### config.mk
export PLATFORM = sky130hd
export DESIGN_NAME = repetition_gen
export DESIGN_NICKNAME = d
export VERILOG_FILES = /design/src/rtl/repetition_pkg.sv /design/src/rtl/repetition_gen_lfsr_step.sv /design/src/rtl/repetition_gen.sv
export SDC_FILE = /design/constraint.sdc
export NUM_CORES = 1
export LEC_CHECK = 0
export ABC_AREA = 1
export CORE_MARGIN = 2
export CORE_UTILIZATION = 51
export CTS_BUF_LIST = sky130_fd_sc_hd__clkbuf_8
export CTS_CLUSTER_DIAMETER = 50
export DETAILED_ROUTE_END_ITERATION = 10
export PLACE_DENSITY = 0.88
export SYNTH_ARGS = -nofsm -noshare
export SYNTH_HDL_FRONTEND = slang
export SYNTH_SLANG_ARGS = --single-unit
### constraint.sdc
create_clock -name sys_clk -period 3.45 [get_ports sys_clk]
set_input_delay 0.69 -clock sys_clk [delete_from_list [all_inputs] [get_ports sys_clk]]
set_output_delay 0.69 -clock sys_clk [all_outputs]
set_load 0.05 [all_outputs]
### src/rtl/repetition_pkg.sv
// Shared definitions for the repetition detector and its stimulus generator.
//   gen_state_t : generator FSM states
//   LFSR_TAPS   : Galois feedback mask, x^32 + x^22 + x^2 + x + 1 (maximal length)
//   field_t     : header-field value at the default field width
package repetition_pkg;

  localparam int unsigned FIELD_SIZE_DEFAULT = 16;

  typedef logic [FIELD_SIZE_DEFAULT-1:0] field_t;

  localparam logic [31:0] LFSR_TAPS = 32'h8020_0003;

  typedef enum logic [1:0] {
    ST_IDLE,
    ST_FIRST,
    ST_RUN,
    ST_DONE
  } gen_state_t;

endpackage

### src/rtl/repetition_gen_lfsr_step.sv
// One step of a right-shifting Galois LFSR. This block is purely combinational.
//   current  : present LFSR state
//   taps     : feedback mask, XORed in when the bit shifted out is 1
//   advanced : state after one shift
module lfsr_step #(
  parameter int unsigned W = 32
) (
  input  logic [W-1:0] current,
  input  logic [W-1:0] taps,
  output logic [W-1:0] advanced
);

  always_comb begin
    advanced = {1'b0, current[W-1:1]};
    if (current[0]) begin
      advanced = advanced ^ taps;
    end
  end

endmodule

### src/rtl/repetition_gen.sv
// Stimulus generator: emits a window of field values on a valid/ready
// handshake with an exact number of back-to-back repetitions.
// Values that are not repeats come from an LFSR, so a given seed always
// produces the same sequence.
//   sys_clk, reset       : clock; asynchronous active-high reset
//   start                : starts a window (honoured only when idle)
//   cfg_len/nreps/seed   : window config, latched on an accepted start
//   ready                : downstream accepts the beat when valid && ready
//   valid, field, clear  : beat stream; clear marks the first beat of a window
//   busy, done           : window in progress; one-cycle end-of-window pulse
//   sent                 : beats accepted in the current or most recent window
module repetition_gen
  import repetition_pkg::*;
#(
  parameter int unsigned FIELD_SIZE = 16,
  parameter int unsigned LFSR_W     = 32
) (
  input  logic                  sys_clk,
  input  logic                  reset,
  input  logic                  start,
  input  logic [FIELD_SIZE-1:0] cfg_len,
  input  logic [FIELD_SIZE-1:0] cfg_nreps,
  input  logic [LFSR_W-1:0]     cfg_seed,
  input  logic                  ready,
  output logic                  valid,
  output logic [FIELD_SIZE-1:0] field,
  output logic                  clear,
  output logic                  busy,
  output logic                  done,
  output logic [FIELD_SIZE-1:0] sent
);

  localparam logic [LFSR_W-1:0] TAPS = LFSR_W'(LFSR_TAPS);

  gen_state_t            state;
  logic [LFSR_W-1:0]     lfsr;
  logic [LFSR_W-1:0]     lfsr_adv;
  logic [FIELD_SIZE-1:0] remaining;   // beats left, including the one presented
  logic [FIELD_SIZE-1:0] rep_left;    // repetitions still owed

  logic                  handshake;
  logic [FIELD_SIZE-1:0] slots_next;
  logic                  do_repeat;
  logic [FIELD_SIZE-1:0] fresh;
  logic [FIELD_SIZE-1:0] fresh_val;
  logic [FIELD_SIZE-1:0] len_m1;
  logic [FIELD_SIZE-1:0] eff_nreps;
  logic [LFSR_W-1:0]     seed_eff;

  lfsr_step #(
    .W (LFSR_W)
  ) u_step (
    .current  (lfsr),
    .taps     (TAPS),
    .advanced (lfsr_adv)
  );

  // The next beat is decided when the current one is accepted, and the result
  // is registered. A stall therefore holds field/clear and cannot change the
  // repeat/fresh decision.
  always_comb begin
    handshake  = valid && ready;
    slots_next = remaining - 1'b1;
    do_repeat  = (rep_left != '0) && (lfsr_adv[0] || (rep_left == slots_next));
    fresh      = lfsr_adv[FIELD_SIZE-1:0];
    fresh_val  = fresh;
    // A fresh value that matches the previous beat would count as an extra
    // repetition, so bit 0 is flipped to break the match.
    if (fresh == field) begin
      fresh_val[0] = ~fresh[0];
    end
  end

  always_comb begin
    len_m1   = cfg_len - 1'b1;
    seed_eff = (cfg_seed == '0) ? LFSR_W'(1) : cfg_seed;
    if (cfg_len <= FIELD_SIZE'(1)) begin
      eff_nreps = '0;
    end else if (cfg_nreps < len_m1) begin
      eff_nreps = cfg_nreps;
    end else begin
      eff_nreps = len_m1;
    end
  end

  always_ff @(posedge sys_clk or posedge reset) begin
    if (reset) begin
      state     <= ST_IDLE;
      lfsr      <= LFSR_W'(1);
      remaining <= '0;
      rep_left  <= '0;
      valid     <= 1'b0;
      field     <= '0;
      clear     <= 1'b0;
      busy      <= 1'b0;
      done      <= 1'b0;
      sent      <= '0;
    end else begin
      case (state)
        ST_IDLE: begin
          done <= 1'b0;
          if (start) begin
            sent      <= '0;
            lfsr      <= seed_eff;
            remaining <= cfg_len;
            rep_left  <= eff_nreps;
            if (cfg_len == '0) begin
              state <= ST_DONE;
              done  <= 1'b1;
            end else begin
              state <= ST_FIRST;
              valid <= 1'b1;
              clear <= 1'b1;
              busy  <= 1'b1;
              field <= seed_eff[FIELD_SIZE-1:0];
            end
          end
        end

        ST_FIRST, ST_RUN: begin
          if (handshake) begin
            sent  <= sent + 1'b1;
            lfsr  <= lfsr_adv;
            clear <= 1'b0;
            if (remaining == FIELD_SIZE'(1)) begin
              state <= ST_DONE;
              valid <= 1'b0;
              busy  <= 1'b0;
              done  <= 1'b1;
            end else begin
              state     <= ST_RUN;
              remaining <= slots_next;
              if (do_repeat) begin
                rep_left <= rep_left - 1'b1;
              end else begin
                field <= fresh_val;
              end
            end
          end
        end

        ST_DONE: begin
          done  <= 1'b0;
          state <= ST_IDLE;
        end

        default: begin
          state <= ST_IDLE;
        end
      endcase
    end
  end

endmodule

Word level (Yosys, flattened, before mapping) --
Cells that the tools add are included.
Word-level totals: bits in latches 0, flip-flop bits (word level) 101, input bits 68, memory bits (read-only) 0, logic and storage cells 90, RAM bits 0, memories 0, output and inout bits 36
Cells by class: div/mod/pow operators 0, reductions and logical operators 17, add/sub/neg operators 4, shift operators 0, bitwise logic cells 2, equal/unequal tests 13, order comparisons 2, multiply operators 0, muxes and demuxes 43
Operators with widths (count):
- $mux 16 | 16
- $mux 32 | 4
- $pmux 16 s2 | 4
- $pmux 32 s2 | 1
- $sub 16x1->16 const B | 3
- $eq 16x16->1 | 2
- $logic_not 32->1 | 1
- $add 16x1->16 const B | 1
- $eq 16x1->1 const B | 1
- $le 16x1->1 const B | 1
- $logic_not 16->1 | 1
- $lt 16x16->1 | 1
- $reduce_bool 16->1 | 1
- $ne 2x2->1 const B | 7
- $mux 1 | 11
- $reduce_and 5->1 | 2
- $reduce_and 4->1 | 2
- $mux 2 | 3
- $pmux 2 s3 | 1
- $reduce_and 6->1 | 1
- $eq 2x2->1 const B | 2
- $not 3->4 | 1
- $pmux 1 s2 | 2
- $reduce_and 2->1 | 2
- 9 further kinds | 10

Depth between registers and ports, before layout --
depth after elaboration 8, depth in mapped cells 20, depth with buffers taken out 19

Modules after synthesis --
A second synthesis with hierarchy kept.
Unflattened totals: cells, all modules 1209, area total of the unflattened synthesis 7961.4 um2
By module, submodules not included:
- repetition_gen | area each 7138.1 um2, seq. area each 2528.7 um2, cells an instance 1014, times used 1
- lfsr_step | area each 823.3 um2, seq. area each 0.0 um2, cells an instance 195, times used 1

Worst setup path before layout --
No wires, ideal clock.
kind input-to-reg, start point input cfg_len[2], end point register rep_left[0], setup time 117 ps, data required time 3333 ps, cell stages on the path 18, buffers on the path 1, setup slack 355 ps, arrival time 2978 ps, path through nor2_1 -> nand2_1 -> nor2_1 -> nand3_1 -> nor3_1 -> nand3_1 -> xor2_1 -> ha_1 -> nand4_1 -> nor3_1 -> nand2_1 -> nand2_1 -> clkbuf_1 -> a21oi_1 -> o21ai_0 -> nand2_1 -> nand2_1 -> nand2_1
Between the ends: cells in the longest elaborated chain, start to end 6, elaborated cells on any way between the ends 7, those cells by class 1 x add/sub; 2 x order compare; 4 x mux
Ends and longest elaborated chain:
- start: declaration | RTL line repetition_gen.sv:21 | input logic [FIELD_SIZE-1:0] cfg_len,
- $sub 16x1->16 | RTL line repetition_gen.sv:75 | len_m1 = cfg_len - 1'b1;
- $lt 16x16->1 | RTL line repetition_gen.sv:79 | end else if (cfg_nreps < len_m1) begin
- $mux 16 | RTL line repetition_gen.sv:79
- $mux 16 (*) | RTL line repetition_gen.sv:77 | if (cfg_len <= FIELD_SIZE'(1)) begin
- $mux 16 (*) | RTL line repetition_gen.sv:102 | if (start) begin
- $pmux 16 s2 (*) | RTL line repetition_gen.sv:99 | case (state)
- end signal: assignment | RTL line repetition_gen.sv:106 | rep_left <= eff_nreps;
- end signal: assignment | RTL line repetition_gen.sv:134 | rep_left <= rep_left - 1'b1;
- end: declaration | RTL line repetition_gen.sv:39 | logic [FIELD_SIZE-1:0] rep_left;
Every way passes the cells marked *; elsewhere a longest branch is shown, timed or not. The select of a mux whose other input is x is not followed. A chain may end at the register's enable or synchronous reset.

Worst setup path after layout --
start point input cfg_len[0], end point register rep_left[3]
The elaborated chain is that of the path after synthesis.

==> key figures <==
Routing
  • Residual DRC count: 0
  • Remaining antenna violation count: 0
  • Post-Route WL: roughly 20000 um
  • 1st-iter DRT viols: ~830
  • Routed len/inst: ~16 um
  • Number of detailed-route iterations in the first pass: 7
  • Via Count: ~7500
  • Average vias per placed instance: about 5.7

Power
  • Post-layout total power: 9.00 mW
  • Total leakage power: 4.10 nW
  • Power per Cell Area: 1020 nW/um2
  • Maximum VDD drop: between 0.0007 and 0.0008 V

Finish
  • Layout cells sized above 1: a little over 10%
  • Most frequent cells in the layout: nand2_1, inv_1, clkdlybuf4s50_1, dfrtp_1, nand3_1
  • Fin cells: between 1000 and 1500
  • Growth of design area from synthesis to finish: 24.7%
  • Commonest non-fill, non-tap cell in the layout: nand2_1
  • Fin area: roughly 8800 um2
  • N_diodes: 0
  • # nets final: around 1200

Placement
  • # port buffers: between 100 and 150
  • DP Area: about 8600 um2
  • Hpwl dp: about 15000 um
  • Routability cong.: 0.955
  • DP Cell Count: approximately 1300

Worst setup path
  • Critical Path AT: around 3600 ps
  • WP buf/inv: 5
  • Critical path's top delay family: buffers and inverters
  • Worst R2R End: rep_left[3]
  • Worst setup EP type: flop
  • Highest-delay cell along the critical path: clkdlybuf4s50_1
  • R2R depth: 15
  • Startpoint types: primary input
  • Setup slack, reg-to-reg: 450 ps
  • Critical Path Max Stage Delay: 480 ps
  • Worst EP required: between 3000 and 4000 ps
  • Crit path cell chain: clkdlybuf4s50_1 > inv_1 > nand2_1 > nor2_2 > buf_4 > buf_4 > nand3_1 > xor2_1 > ha_1 > a21oi_1 > o21a_1 > nor2_1 > nor2_1 > nand2_2 > buf_12 > a21oi_1 > o21ai_1 > nand2_1 > nand2_1 > nand2_1
  • CP Max Fanout: 20
  • Reg2reg start: remaining[0]
  • Crit path kind: primary input to flop
  • Most used cell, CP: nand2_1

Clock network
  • Clock-pin slew on the worst setup and hold paths: ~90 ps
  • H-tree depth: 3
  • CTS tree: built
  • Clk buf depth: 2
  • Clock sinks: 101
  • Root Buffer: clkbuf_8
  • CTS buffer count: 9
  • CTS Hold Buffers Added: 0
  • Worst-Skew Late Latency: 400 ps

STA
  • Post-route clock period utilization: between 90 and 100%
  • Max Clk Rate: 303 MHz
  • Slew Viols, Final: 0
  • Worst slew pin tran: between 700 and 800 ps
  • Rel. slew slack: 46.6%
  • Min Tclk post-route: 3310 ps
  • Setup TNS: 0 ps
  • Max Clock Skew: around 23 ps
  • Final Hold Viols: 0
  • Setup violations, final: 0

Floorplan
  • Num ports: about 100
  • Row count: 42
  • DIE AREA: ~15000 um2
  • Die height: around 120 um
  • Die X: approximately 120 um
  • Initial Utilization: approximately 53%
  • Core area: around 13000 um2

GRT
  • Total gr overflow: 0
  • Largest net degree at the start of global routing: 63
  • Initial antenna violation count: 0
  • Vias in the first global route: 7033
  • First-pass GRT wire length: about 33000 um
  • Overall routing resource usage: 28.3%

Synthesis
  • Mapped Nets: approximately 1100
  • FF+latch count, synth: 101
  • Distinct cells, synth: 45
  • Yosys warns: 0
  • Sequential share of the synthesized area: 35.8%
  • Post-Synthesis Cells: 1012
  • Average footprint of a synthesized cell: 6.97 um2
  • Top FF cell, synth: dfrtp_1
  • Syn Std Cell Area: a little over 7000 um2
  • Async SR Flop Fraction: 100%
  • Number of synthesized flops with an enable pin: 0

Min path
  • Hold depth: 1
  • Worst hold endpoint: sent[15]
  • Worst min-delay path category: flop to flop
  • Hold_sp: sent[15]

Flow run
  • Max_cap viols: 0

Outcome
  • Outcome: finished, final reports clean
-- area by class of cell --
| type | instances | area (um2) |
|---|---|---|
| fillers | 1142 | 4600 |
| multi-input cells | 768 | 4020 |
| flip-flops and latches | 101 | 2530 |
| repair buffers | 156 | 1460 |
| inverters | 105 | 397 |
| well taps | 176 | 220 |
| clock buffers | 11 | 151 |
| clock inverters | 4 | 30.0 |
-- cell families after synthesis --
logic type / count (synthesis) / share of synthesized area [%]
buffers and inverters: 143 / 8.03
flip-flops: 101 / 35.8
AO/OA/AOI/OAI: 200 / 15.2
AND/OR/NAND/NOR: 517 / 33.3
adder cells (fa/ha/maj): 24 / 4.25
XOR/XNOR: 27 / 3.35
-- per-stage QoR --
step	hold slack (ps)	setup WS, ps	utilization (%)
final	498	144	65.7
after global routing	501	-32.3	65.7
after CTS	496	74.5	65.4
after detailed placement	480	-314	64.0
after global placement	459	-256	64.0
after floorplan	452	115	-
-- report_power, final --
part	switching (mW)	internal (mW)	leakage, nW	total [mW]
Combinational	4.02	1.94	2.75	5.96
Sequential	0.529	1.76	1.25	2.29
Clock	0.441	0.303	0.0976	0.744
-- flip-flops by register name (all words and copies together), names as in the netlist --
signal and flops:
lfsr 32, field 16, remaining 16, rep_left 16, sent 16, state 2, busy 1, clear 1
done 1
-- per-layer routing --
metal  track usage [%]  up-vias  routed length, um
met4              12.3        0                716
met2              46.9      357               9850
met3              6.04       64               1650
met5                 0        -                  0
met1              35.7     3461               8320
li1                  -     3624                  -
-- how the worst max path moves through the flow --
stage | from | to | slack (ps) | cells past startpoint
floorplan | reset | busy | 110 | 1
global placement | cfg_len[2] | rep_left[8] | -260 | 20
detailed placement | cfg_len[2] | rep_left[5] | -310 | 20
CTS | cfg_len[2] | rep_left[3] | 70 | 20
global route | cfg_len[2] | rep_left[11] | -30 | 19
finish | cfg_len[0] | rep_left[3] | 140 | 20
-- cell usage after synthesis, types with 2 or more instances --
cell type  count  share of area (%)
inv_1        102                5.4
nand2_1      266                 14
a211oi_1       2               0.21
nand3_4        2               0.50
or2_2          7               0.62
o22ai_1       11               0.98
a21oi_1       77                5.5
o21ai_1        2               0.14
ha_1          24                4.3
o21ai_0       87                6.2
nor3_1        17                1.2
xnor2_1       10                1.2
nor4_1        12                1.1
clkbuf_1      28                1.5
and2_1         2               0.18
nor2_1        71                3.8
nor2_2         7               0.62
buf_6          2               0.32
nand2_4        2               0.32
o211ai_1       7               0.74
buf_2          3               0.21
nand4_1       18                1.6
buf_4          3               0.32
a22oi_1        5               0.53
dfrtp_1      100                 35
o21a_1         2               0.21
nand3_1       96                6.8
nor2_4         4               0.64
buf_1          2               0.11
a31oi_1        3               0.27
inv_2          2               0.11
xor2_1        17                2.1
nand2_2        7               0.62
-- timing repair --
item | 4_1_cts | 5_1_grt
setup endpoints to repair | 0 | 16
setup buffers | 0 | 0
resized for setup | 0 | 12
Power figures use the tool's default switching activity.
